### config.mk
export PLATFORM = sky130hd
export DESIGN_NAME = cla_32bit
export DESIGN_NICKNAME = d
export VERILOG_FILES = /design/src/rtl/cla_32bit_pkg.sv /design/src/rtl/cla_4bit.sv /design/src/rtl/cla_32bit.sv
export SDC_FILE = /design/constraint.sdc
export NUM_CORES = 1
export LEC_CHECK = 0
export ABC_AREA = 1
export CAP_MARGIN = 15
export CORE_MARGIN = 3
export CORE_UTILIZATION = 40
export CTS_CLUSTER_DIAMETER = 30
export DETAILED_ROUTE_END_ITERATION = 8
export GPL_ROUTABILITY_DRIVEN = 0
export PLACE_DENSITY = 0.78
export SYNTH_ARGS = -nofsm -noshare
export SYNTH_HDL_FRONTEND = slang
export SYNTH_SLANG_ARGS = --single-unit
export TNS_END_PERCENT = 50
### constraint.sdc
create_clock -name clk -period 0.8 [get_ports clk]
set_clock_uncertainty 0.05 [all_clocks]
set_input_delay 0.12 -clock clk [delete_from_list [all_inputs] [get_ports clk]]
set_output_delay 0.12 -clock clk [all_outputs]
set_load 0.005 [all_outputs]
### src/rtl/cla_32bit_pkg.sv
// rtl/cla_32bit_pkg.sv - flat 4-wide look-ahead equations shared by every CLA level
package cla_32bit_pkg;

    // Carries into positions 0..3 of a 4-wide group, as flat sum-of-products.
    function automatic logic [3:0] la_carry(input logic [2:0] p, input logic [2:0] g,
                                            input logic c0);
        logic [3:0] c;
        c[0] = c0;
        c[1] = g[0] | (p[0] & c0);
        c[2] = g[1] | (p[1] & g[0]) | (p[1] & p[0] & c0);
        c[3] = g[2] | (p[2] & g[1]) | (p[2] & p[1] & g[0]) | (p[2] & p[1] & p[0] & c0);
        return c;
    endfunction

    // Group generate of a 4-wide group; bit 0 propagate never matters here.
    function automatic logic la_gen(input logic [3:1] p, input logic [3:0] g);
        return g[3] | (p[3] & g[2]) | (p[3] & p[2] & g[1]) | (p[3] & p[2] & p[1] & g[0]);
    endfunction

endpackage

### src/rtl/cla_4bit.sv
// rtl/cla_4bit.sv - 4-bit look-ahead block with block propagate/generate
module cla_4bit
    import cla_32bit_pkg::*;
(
    input  logic [3:0] a,
    input  logic [3:0] b,
    input  logic       cin,
    output logic [3:0] sum,
    output logic       P,
    output logic       G
);

    logic [3:0] p;
    logic [3:0] g;
    logic [3:0] c;

    assign p   = a ^ b;
    assign g   = a & b;
    assign c   = la_carry(p[2:0], g[2:0], cin);
    assign sum = p ^ c;
    assign P   = &p;
    assign G   = la_gen(p[3:1], g);

endmodule

### src/rtl/cla_32bit.sv
// rtl/cla_32bit.sv - N-bit carry look-ahead adder with registered sum, carry and group P/G
module cla_32bit
    import cla_32bit_pkg::*;
#(
    parameter int N = 32
) (
    input  logic         clk,
    input  logic         rst_n,
    input  logic [N-1:0] a,
    input  logic [N-1:0] b,
    input  logic         cin,
    output logic [N-1:0] sum,
    output logic         cout,
    output logic         Pout,
    output logic         Gout
);

    localparam int BW = 4;
    localparam int NB = N / BW;
    localparam int NG = NB / 4;

    logic [NB-1:0] blk_p;
    logic [NB-1:0] blk_g;
    logic [NB-1:0] blk_c;
    logic [NG-1:0] grp_p;
    logic [NG-1:0] grp_g;
    logic [NG-1:0] grp_c;
    logic [N-1:0]  sum_c;
    logic          pout_c;
    logic          gout_c;
    logic          cout_c;

    generate
        for (genvar i = 0; i < NB; i++) begin : g_blk
            cla_4bit u_blk (
                .a   (a[i*BW +: BW]),
                .b   (b[i*BW +: BW]),
                .cin (blk_c[i]),
                .sum (sum_c[i*BW +: BW]),
                .P   (blk_p[i]),
                .G   (blk_g[i])
            );
        end

        // Second level: each group of four blocks spans 16 bits.
        for (genvar j = 0; j < NG; j++) begin : g_grp
            assign grp_p[j]         = &blk_p[j*4 +: 4];
            assign grp_g[j]         = la_gen(blk_p[j*4+1 +: 3], blk_g[j*4 +: 4]);
            assign blk_c[j*4 +: 4]  = la_carry(blk_p[j*4 +: 3], blk_g[j*4 +: 3], grp_c[j]);
        end

        // Third level only exists once there is more than one 16-bit group.
        if (NG == 1) begin : g_top1
            assign grp_c[0] = cin;
            assign gout_c   = grp_g[0];
        end else begin : g_top2
            assign grp_c[0] = cin;
            assign grp_c[1] = grp_g[0] | (grp_p[0] & cin);
            assign gout_c   = grp_g[1] | (grp_p[1] & grp_g[0]);
        end
    endgenerate

    assign pout_c = &grp_p;
    assign cout_c = gout_c | (pout_c & cin);

    always_ff @(posedge clk or negedge rst_n) begin
        if (!rst_n) begin
            sum  <= '0;
            cout <= 1'b0;
            Pout <= 1'b0;
            Gout <= 1'b0;
        end else begin
            sum  <= sum_c;
            cout <= cout_c;
            Pout <= pout_c;
            Gout <= gout_c;
        end
    end

endmodule

* After elaboration in Yosys (flattened, before gate mapping)
Index checks and enable logic that the tools add are counted.
** Storage, ports and cells
- Flip-flop bits (word level) :: 35
- Output and inout bits :: 35
- Logic and storage cells :: 275
** Operators by class
- Reductions and logical operators :: 11
- Bitwise gates (word level) :: 260
** Operators by type and width (count)
- AND 1 bit :: 143
- OR 1 bit :: 93
- XOR 4 bit :: 16
- AND 4 bit :: 8
- AND reduction 16 bit :: 2
- AND reduction 32 bit :: 1
- AND reduction 4 bit :: 8

* Depth between registers and ports, before layout
Gate-level depths: netlist of the first run.
- Depth in word-level cells :: 15
- Gate-level depth with buffers :: 15

* By module
Synthesis of the first run repeated with hierarchy kept, for this count alone.
** Unflattened totals
- Cells, all modules :: 340
- Area, all modules :: 2701.3 µm²
** Modules (own cells, without submodules)
- cla_4bit at g_blk[1].u_blk ... :: cells each 33, area each 203.9 µm², times used 7, sequential area each 0.0 µm²
- cla_32bit :: cells each 77, area each 1072.3 µm², times used 1, sequential area each 875.8 µm²
- cla_4bit at g_blk[0].u_blk :: cells each 32, area each 201.4 µm², times used 1, sequential area each 0.0 µm²

* Least setup slack after synthesis of the first run
No wires, ideal clock.
- Kind :: input to register
- Start :: input a[3]
- End :: register sum[29]
- Stages :: 11
- Arrival :: 1.670 ns
- Data required time :: 0.626 ns
- Slack :: -1.045 ns
- Cell sequence :: ha_1 a21oi_1 nand2_1 nand2_1 nand2_1 nand2_2 nand3_4 nand2_2 nand2_2 fa_1 xor2_1
** Between the ends
- Word-level cells in the longest chain between the ends :: 13
** RTL lines
- start, declared :: line cla_32bit.sv:9 : input logic [N-1:0] a,
- XOR 4 bit :: line cla_4bit.sv:17 : assign p = a ^ b;
- AND 1 bit :: line cla_32bit_pkg.sv:17 : return g[3] | (p[3] & g[2]) | (p[3] & p[2] & g[1]) | (p[3] & p[2] & p[1] & g[0]);
- OR 1 bit / AND 1 bit (equally long branches) (2 in a row) :: line cla_32bit_pkg.sv:17
- OR 1 bit :: line cla_32bit_pkg.sv:17
- AND 1 bit :: line cla_32bit_pkg.sv:17
- OR 1 bit :: line cla_32bit_pkg.sv:17
- OR 1 bit (*) :: line cla_32bit.sv:58 : assign grp_c[1] = grp_g[0] | (grp_p[0] & cin);
- AND 1 bit (*) :: line cla_32bit_pkg.sv:11 : c[3] = g[2] | (p[2] & g[1]) | (p[2] & p[1] & g[0]) | (p[2] & p[1] & p[0] & c0);
- OR 1 bit (*) :: line cla_32bit_pkg.sv:11
- AND 1 bit (*) :: line cla_32bit_pkg.sv:9 : c[1] = g[0] | (p[0] & c0);
- OR 1 bit (*) :: line cla_32bit_pkg.sv:9
- XOR 4 bit (*) :: line cla_4bit.sv:20 : assign sum = p ^ c;
- named net g_blk[7].u_blk.sum[1] :: line cla_4bit.sv:8 : output logic [3:0] sum,
- end signal, assigned :: line cla_32bit.sv:73 : sum <= sum_c;
- end, declared :: line cla_32bit.sv:12 : output logic [N-1:0] sum,
The timed path passes the listed nets; every way through them passes the cells marked *.

* Worst setup path after layout of the first run
- Start :: input a[15]
- End :: register sum[25]
** Between the ends
- Word-level cells in the longest chain between the ends :: 14
** RTL lines
- XOR 4 bit :: line cla_4bit.sv:17
- AND 1 bit :: line cla_32bit_pkg.sv:17
- OR 1 bit / AND 1 bit (equally long branches) (2 in a row) :: line cla_32bit_pkg.sv:17
- OR 1 bit (4 in a row) :: line cla_32bit_pkg.sv:17
- OR 1 bit (*) :: line cla_32bit.sv:58
- AND 1 bit (*) :: line cla_32bit_pkg.sv:10 : c[2] = g[1] | (p[1] & g[0]) | (p[1] & p[0] & c0);
- OR 1 bit (*) :: line cla_32bit_pkg.sv:10
- AND 1 bit (*) :: line cla_32bit_pkg.sv:9
- OR 1 bit (*) :: line cla_32bit_pkg.sv:9
- XOR 4 bit (*) :: line cla_4bit.sv:20
- named net g_blk[6].u_blk.sum[1] :: line cla_4bit.sv:8
Marked as above.

==> results.sh, run 1 <==
export IMPL_grt_pass1_wl_mm=14.8
export IMPL_netlist_cell_type_count=27
export IMPL_die_height_um=85.4
export IMPL_hold_end="sum[19]"
export IMPL_cp_end_kind="flip-flop"
export IMPL_ys_seq_area_share_pct=34.7
export IMPL_maxSlewHeadroom_pct=78.0
export IMPL_cp_max_fo=6
export IMPL_syn_area_um2=2520
export IMPL_violations="negative setup slack"
export IMPL_worstHoldStart="a[19]"
export IMPL_num_nets_final=599
export IMPL_design_area_um2=5130
export IMPL_netlist_instances=290
export IMPL_total_leakage_power_uw=0.00257
export IMPL_timing_fmax_mhz=571
export IMPL_critPathMaxStageDelay_ps=350
export IMPL_finalWorstSetupSlack_ps=-951
export IMPL_syn_nets=397
export IMPL_mostFrequentLayoutCells="buf_4, buf_6, buf_2"
export IMPL_finalWirelength_mm=10.0
export IMPL_max_slew_worst_pin_slew_ps=331
export IMPL_clock_sinks=35
export IMPL_avgSynthCellArea_um2=8.69
export IMPL_antenna_found_initial=0
export IMPL_via_count=2906
export IMPL_grt_setup_unrepaired="yes"
export IMPL_cts_tree="done"
export IMPL_synth_seq_cells=35
export IMPL_min_delay_path_depth=4
export IMPL_clk_pin_slew_ps=70
export IMPL_comb_power_share_pct=49.3
export IMPL_die_area_um2=7290
export IMPL_finalSetupTns_ps=-26070
export IMPL_cts_htree_levels=2
export IMPL_root_buffer="clkbuf_8"
export IMPL_min_period_over_period_pct=219
export IMPL_cp_num_buf_inv=2
export IMPL_p_sw_uw=2470
export IMPL_routedWlPerCell_um=17.7
export IMPL_place_area_um2=4390
export IMPL_run_status="finished, violations left"
export IMPL_cts_buffer_depth=2
export IMPL_pre_cts_slack_ps=-1500
export IMPL_grt_pass1_vias=3222
export IMPL_synth_async_reset_ratio_pct=100
export IMPL_syn2layout_area_growth_pct=104
export IMPL_vias_per_cell=5.12
export IMPL_power_density_nw_per_um2=1410
export IMPL_hold_ws_ps=191
export IMPL_crit_arrival_ps=1870
export IMPL_setup_violations_final=69
export IMPL_cp_required_ps=920
export IMPL_cts_inserted_buffers=5
export IMPL_drc_errors=0
export IMPL_worst_setup_path_type="in -> reg"
export IMPL_intPower_uw=4750
export IMPL_num_rows=28
export IMPL_worst_ir_drop_vdd_mv=0.780
export IMPL_cpMaxStageDelayCell="fa_2"
export IMPL_antenna_cells=0
export IMPL_initial_core_util_pct=41.8
export IMPL_hold_viol=0
export IMPL_dpl_hpwl_mm=6.18
export IMPL_grt_max_degree=36
export IMPL_overflow=0
export IMPL_dr_first_iter_drc_count=148
export IMPL_ys_warn_count=0
export IMPL_mostFrequentLayoutCell="buf_4"
export IMPL_startpoint_type="input port"
export IMPL_final_layout_size_suffix_gt1_share_pct=70.0
export IMPL_critPathMostFrequentCell="nand2_1"
export IMPL_min_period_ps=1750
export IMPL_p_clk_share_pct=20.0
export IMPL_die_w_um=85.4
export IMPL_drtPass1Iterations=4
export IMPL_io_buffers=101
export IMPL_num_io_pins=102
export IMPL_drv_slew=0
export IMPL_synth_edf_count=0
export IMPL_power_frac_seq_pct=30.7
export IMPL_cpLargestDelayFamily="simple AND/OR/NAND/NOR gates"
export IMPL_core_area_um2=6030
export IMPL_p_sw_share_pct=34.2
export IMPL_ant_nets=0
export IMPL_cp_cell_sequence="buf_6 > ha_4 > a21oi_2 > nand2_1 > nor2_2 > nand2_1 > inv_2 > nand3_4 > nand2_2 > nand2_4 > fa_2 > xor2_1"
export IMPL_track_usage_pct=25.4
export IMPL_cap_violations=0
export IMPL_hold_path_class="in -> reg"
export IMPL_synth_ff_type="dfrtp_1"
registers in the layout (all words and copies together), names as in the netlist:
name and count:
cout 1, Pout 1, Gout 1, sum 32
metal layers:
metal	vias up	routed length, um	GRT usage (%)
li1	1330	-	-
met1	1394	3570	26.7
met2	132	5470	48.4
met3	50	517	4.56
met4	0	483	11.8
met5	-	0	0
tightest hold or removal path, stage by stage:
cell and delay, ps:
buf_6 70, ha_4 140, buf_4 100, xor2_1 50
layout make-up:
type,instances,area (um^2)
repair buffers,195,1520
multi-input cells,212,2370
well taps,75,93.8
fillers,315,893
flip-flops and latches,35,876
inverters,43,171
clock buffers,8,100
cells in the mapped netlist (3+ instances only):
| library cell | count | area share [%] |
|---|---|---|
| dfrtp_1 | 35 | 35 |
| ha_1 | 32 | 16 |
| nor2_1 | 17 | 2.5 |
| xnor2_1 | 3 | 1.0 |
| fa_1 | 8 | 6.4 |
| nand2_2 | 13 | 3.2 |
| a21oi_1 | 14 | 2.8 |
| nand2_1 | 69 | 10 |
| inv_1 | 42 | 6.3 |
| nand3_1 | 16 | 3.2 |
| a21o_1 | 4 | 1.2 |
| xor2_1 | 13 | 4.5 |
repair_timing:
action                     4_1_cts  5_1_grt
gates resized for setup        468       75
hold endpoints to repair        35        0
setup buffers                   25        8
pin swaps                       88       55
setup endpoints to repair       70       70
hold buffers                     1        0
cell families (layout without fill, tap and decap cells):
| family | after synthesis | count (layout) | synth area share, % |
|---|---|---|---|
| flip-flops | 35 | 35 | 34.7 |
| XOR/XNOR | 16 | 16 | 5.56 |
| adder cells (fa/ha/maj) | 40 | 40 | 22.2 |
| AND/OR/NAND/NOR | 127 | 127 | 23.8 |
| buffers and inverters | 43 | 246 | 6.45 |
| AO/OA/AOI/OAI | 29 | 29 | 7.20 |
worst max-delay path by stage:
| stage | endpoint | depth (start not counted) | startpoint |
|---|---|---|---|
| detailed placement | sum[25] | 12 | a[15] |
| finish | sum[25] | 12 | a[15] |
| floorplan | sum[29] | 11 | a[5] |
| global placement | sum[25] | 12 | a[5] |
| global route | sum[25] | 12 | a[15] |
| CTS | sum[25] | 14 | b[1] |
power groups by stage:
stage / Clock, uW / Combinational, uW / Sequential, uW
floorplan: 0 / 1070 / 2290
global placement: 0 / 2810 / 2240
detailed placement: 0 / 2950 / 2250
CTS: 1460 / 3290 / 2210
global route: 1540 / 3800 / 2240
finish: 1450 / 3560 / 2220
through the flow:
stage	utilization, %	cells	total power (uW)
6_report	85.2	568	7230
4_1_cts	83.0	562	6970
5_1_grt	85.2	568	7590
3_3_place_gp	72.8	530	5050
2_1_floorplan	-	290	3360
3_5_place_dp	72.8	530	5200
(Power assumes the default switching activity.)
==> inputs of run 2 (changes only) <==
ABC_AREA = default   (was 1)
CORE_UTILIZATION = 39   (was 40)
PLACE_DENSITY = 0.77   (was 0.78)
==> results.sh, run 2 <==
export IMPL_run_status="finished, violations left"
export IMPL_violations="negative setup slack"
export IMPL_syn_nets=339
export IMPL_avgSynthCellArea_um2=10.7
export IMPL_grt_pass1_wl_mm=15.3
export IMPL_ant_nets=0
export IMPL_regMostFlops="sum"
export IMPL_syn2layout_area_growth_pct=107
export IMPL_mostFrequentLayoutCells="buf_4, buf_6, buf_2"
export IMPL_cts_inserted_buffers=5
export IMPL_clock_sinks=35
export IMPL_ys_warn_count=0
export IMPL_track_usage_pct=26.3
export IMPL_netlist_top_cells_area="dfrtp_1, ha_1, fa_1, a21oi_1, xnor2_1"
export IMPL_vias_per_cell=5.55
export IMPL_min_period_over_period_pct=239
export IMPL_largest_reg_flops=32
export IMPL_finalWorstSetupSlack_ps=-1110
export IMPL_mostFrequentLayoutCell="buf_4"
export IMPL_min_period_ps=1910
export IMPL_cts_tree="done"
export IMPL_cp_cell_sequence="buf_8 > ha_4 > a21oi_4 > o21ai_4 > a221oi_4 > buf_6 > a311oi_4 > nand2b_4 > fa_2 > xor2_1"
export IMPL_hold_viol=0
export IMPL_power_density_nw_per_um2=1430
export IMPL_syn_area_um2=2480
export IMPL_power_frac_seq_pct=30.7
export IMPL_overflow=0
export IMPL_critPathMaxStageDelay_ps=360
export IMPL_p_sw_share_pct=34.2
export IMPL_synth_seq_cells=35
export IMPL_die_area_um2=7340
export IMPL_drtPass1Iterations=4
export IMPL_die_w_um=85.7
export IMPL_grt_max_degree=36
export IMPL_max_slew_worst_pin_slew_ps=383
export IMPL_antenna_found_initial=0
export IMPL_initial_core_util_pct=41.1
export IMPL_crit_arrival_ps=2030
export IMPL_routedWlPerCell_um=19.7
export IMPL_maxSlewHeadroom_pct=74.2
export IMPL_synth_common_cells="dfrtp_1, ha_1, a21oi_1"
export IMPL_cts_buffer_depth=2
export IMPL_netlist_instances=232
export IMPL_clk_pin_slew_ps=90
export IMPL_finalSetupTns_ps=-34720
export IMPL_worst_setup_path_type="in -> reg"
export IMPL_die_height_um=85.7
export IMPL_cts_htree_levels=2
export IMPL_num_io_pins=102
export IMPL_p_clk_share_pct=20.0
export IMPL_synth_edf_count=0
export IMPL_core_area_um2=6030
export IMPL_netlist_cell_type_count=46
export IMPL_num_rows=28
export IMPL_cp_max_fo=4
export IMPL_dr_first_iter_drc_count=118
export IMPL_pre_cts_slack_ps=-1810
export IMPL_finalWirelength_mm=10.4
export IMPL_worst_ir_drop_vdd_mv=1.04
export IMPL_io_buffers=101
export IMPL_total_leakage_power_uw=0.00235
export IMPL_drv_slew=0
export IMPL_ys_seq_area_share_pct=35.4
export IMPL_drc_errors=0
export IMPL_cp_required_ps=920
export IMPL_synth_ff_type="dfrtp_1"
export IMPL_cap_violations=0
export IMPL_synth_area_leader_cell="dfrtp_1"
export IMPL_hold_ws_ps=155
export IMPL_cpMaxStageDelayCell="fa_2"
export IMPL_p_sw_uw=2500
export IMPL_antenna_cells=0
export IMPL_synth_top_area_share_pct=35.4
export IMPL_final_layout_size_suffix_gt1_share_pct=68.5
export IMPL_intPower_uw=4810
export IMPL_via_count=2935
export IMPL_comb_power_share_pct=49.4
export IMPL_grt_setup_unrepaired="yes"
export IMPL_dpl_hpwl_mm=6.00
export IMPL_yosysMostFrequentCell="dfrtp_1"
export IMPL_root_buffer="clkbuf_8"
export IMPL_startpoint_type="input port"
export IMPL_synth_async_reset_ratio_pct=100
export IMPL_num_nets_final=560
export IMPL_hold_path_class="in -> reg"
export IMPL_setup_violations_final=68
export IMPL_grt_pass1_vias=3249
export IMPL_timing_fmax_mhz=524
export IMPL_cp_end_kind="flip-flop"
==> run 2: cell types whose count changed after synthesis, moves of 6 or more <==
cell,delta
inv_1,-29
nand3_1,-10
xnor2_1,+7
nand2_1,-59
o21ai_0,+6
nand2_2,-13
nor2_1,-6
==> run 2: area by class of cell <==
cell class / count / area, um^2
repair buffers: 214 / 1680
inverters: 13 / 48.8
multi-input cells: 184 / 2320
clock inverters: 2 / 16.3
flip-flops and latches: 35 / 876
well taps: 75 / 93.8
fillers: 311 / 910
clock buffers: 6 / 82.6
==> run 2: cells by family after synthesis <==
family,after synthesis,synth area share [%]
multiplexers,1,0.455
AND/OR/NAND/NOR,58,13.5
XOR/XNOR,19,6.72
adder cells (fa/ha/maj),40,22.6
buffers and inverters,13,1.97
AO/OA/AOI/OAI,66,19.3
flip-flops,35,35.4
==> run 2: final timing paths <==
check                           to  slack (ps)  start  cells past startpoint
setup / recovery           sum[25]       -1110   b[7]                     10
min in group asynchronous  sum[31]         270  rst_n                      3
hold / removal              sum[8]         160   b[8]                      3
max in group asynchronous  sum[28]         230  rst_n                      3
==> run 2: worst max-delay path: cells and delay by family <==
family	cells	cell delay (ps)
adder cells (fa/ha/maj)	2	620
AO/OA/AOI/OAI	4	690
buffers and inverters	2	290
XOR/XNOR	1	150
AND/OR/NAND/NOR	1	180
==> run 2: routing by layer <==
| layer | vias up | part of all wire (%) | GRT usage (%) |
|---|---|---|---|
| li1 | 1300 | - | - |
| met1 | 1460 | 37 | 27.9 |
| met2 | 138 | 53 | 49.6 |
| met3 | 37 | 5.7 | 4.80 |
| met4 | 0 | 3.5 | 12.7 |
| met5 | - | 0 | 0 |
==> run 2: metrics by stage <==
step	instances	instance area (um^2)	total power (uW)	util (%)
CTS	523	5060	7070	83.9
finish	529	5120	7310	84.9
floorplan	232	2790	3520	-
global placement	490	4510	5290	74.9
detailed placement	490	4510	5400	74.9
global route	529	5120	7670	84.9
==> run 2: repair_timing <==
action | 4_1_cts | 5_1_grt
buffers inserted | 27 | 11
resized for setup | 426 | 51
hold buffers | 1 | 0
pin swaps | 90 | 22
endpoints found under the hold margin | 35 | 0
endpoints found under the setup margin | 70 | 68
==> run 2: power by group through the flow <==
stage | Combinational (uW) | Sequential (uW) | Clock (uW)
floorplan | 1210 | 2310 | 0
global placement | 3030 | 2260 | 0
detailed placement | 3140 | 2260 | 0
CTS | 3400 | 2230 | 1450
global route | 3860 | 2270 | 1540
finish | 3610 | 2240 | 1460
==> inputs of run 3 (changes only) <==
GPL_ROUTABILITY_DRIVEN = default   (was 0)
==> results of run 3 <==
Final layout, timing and power as in run 2 (identical DEF).
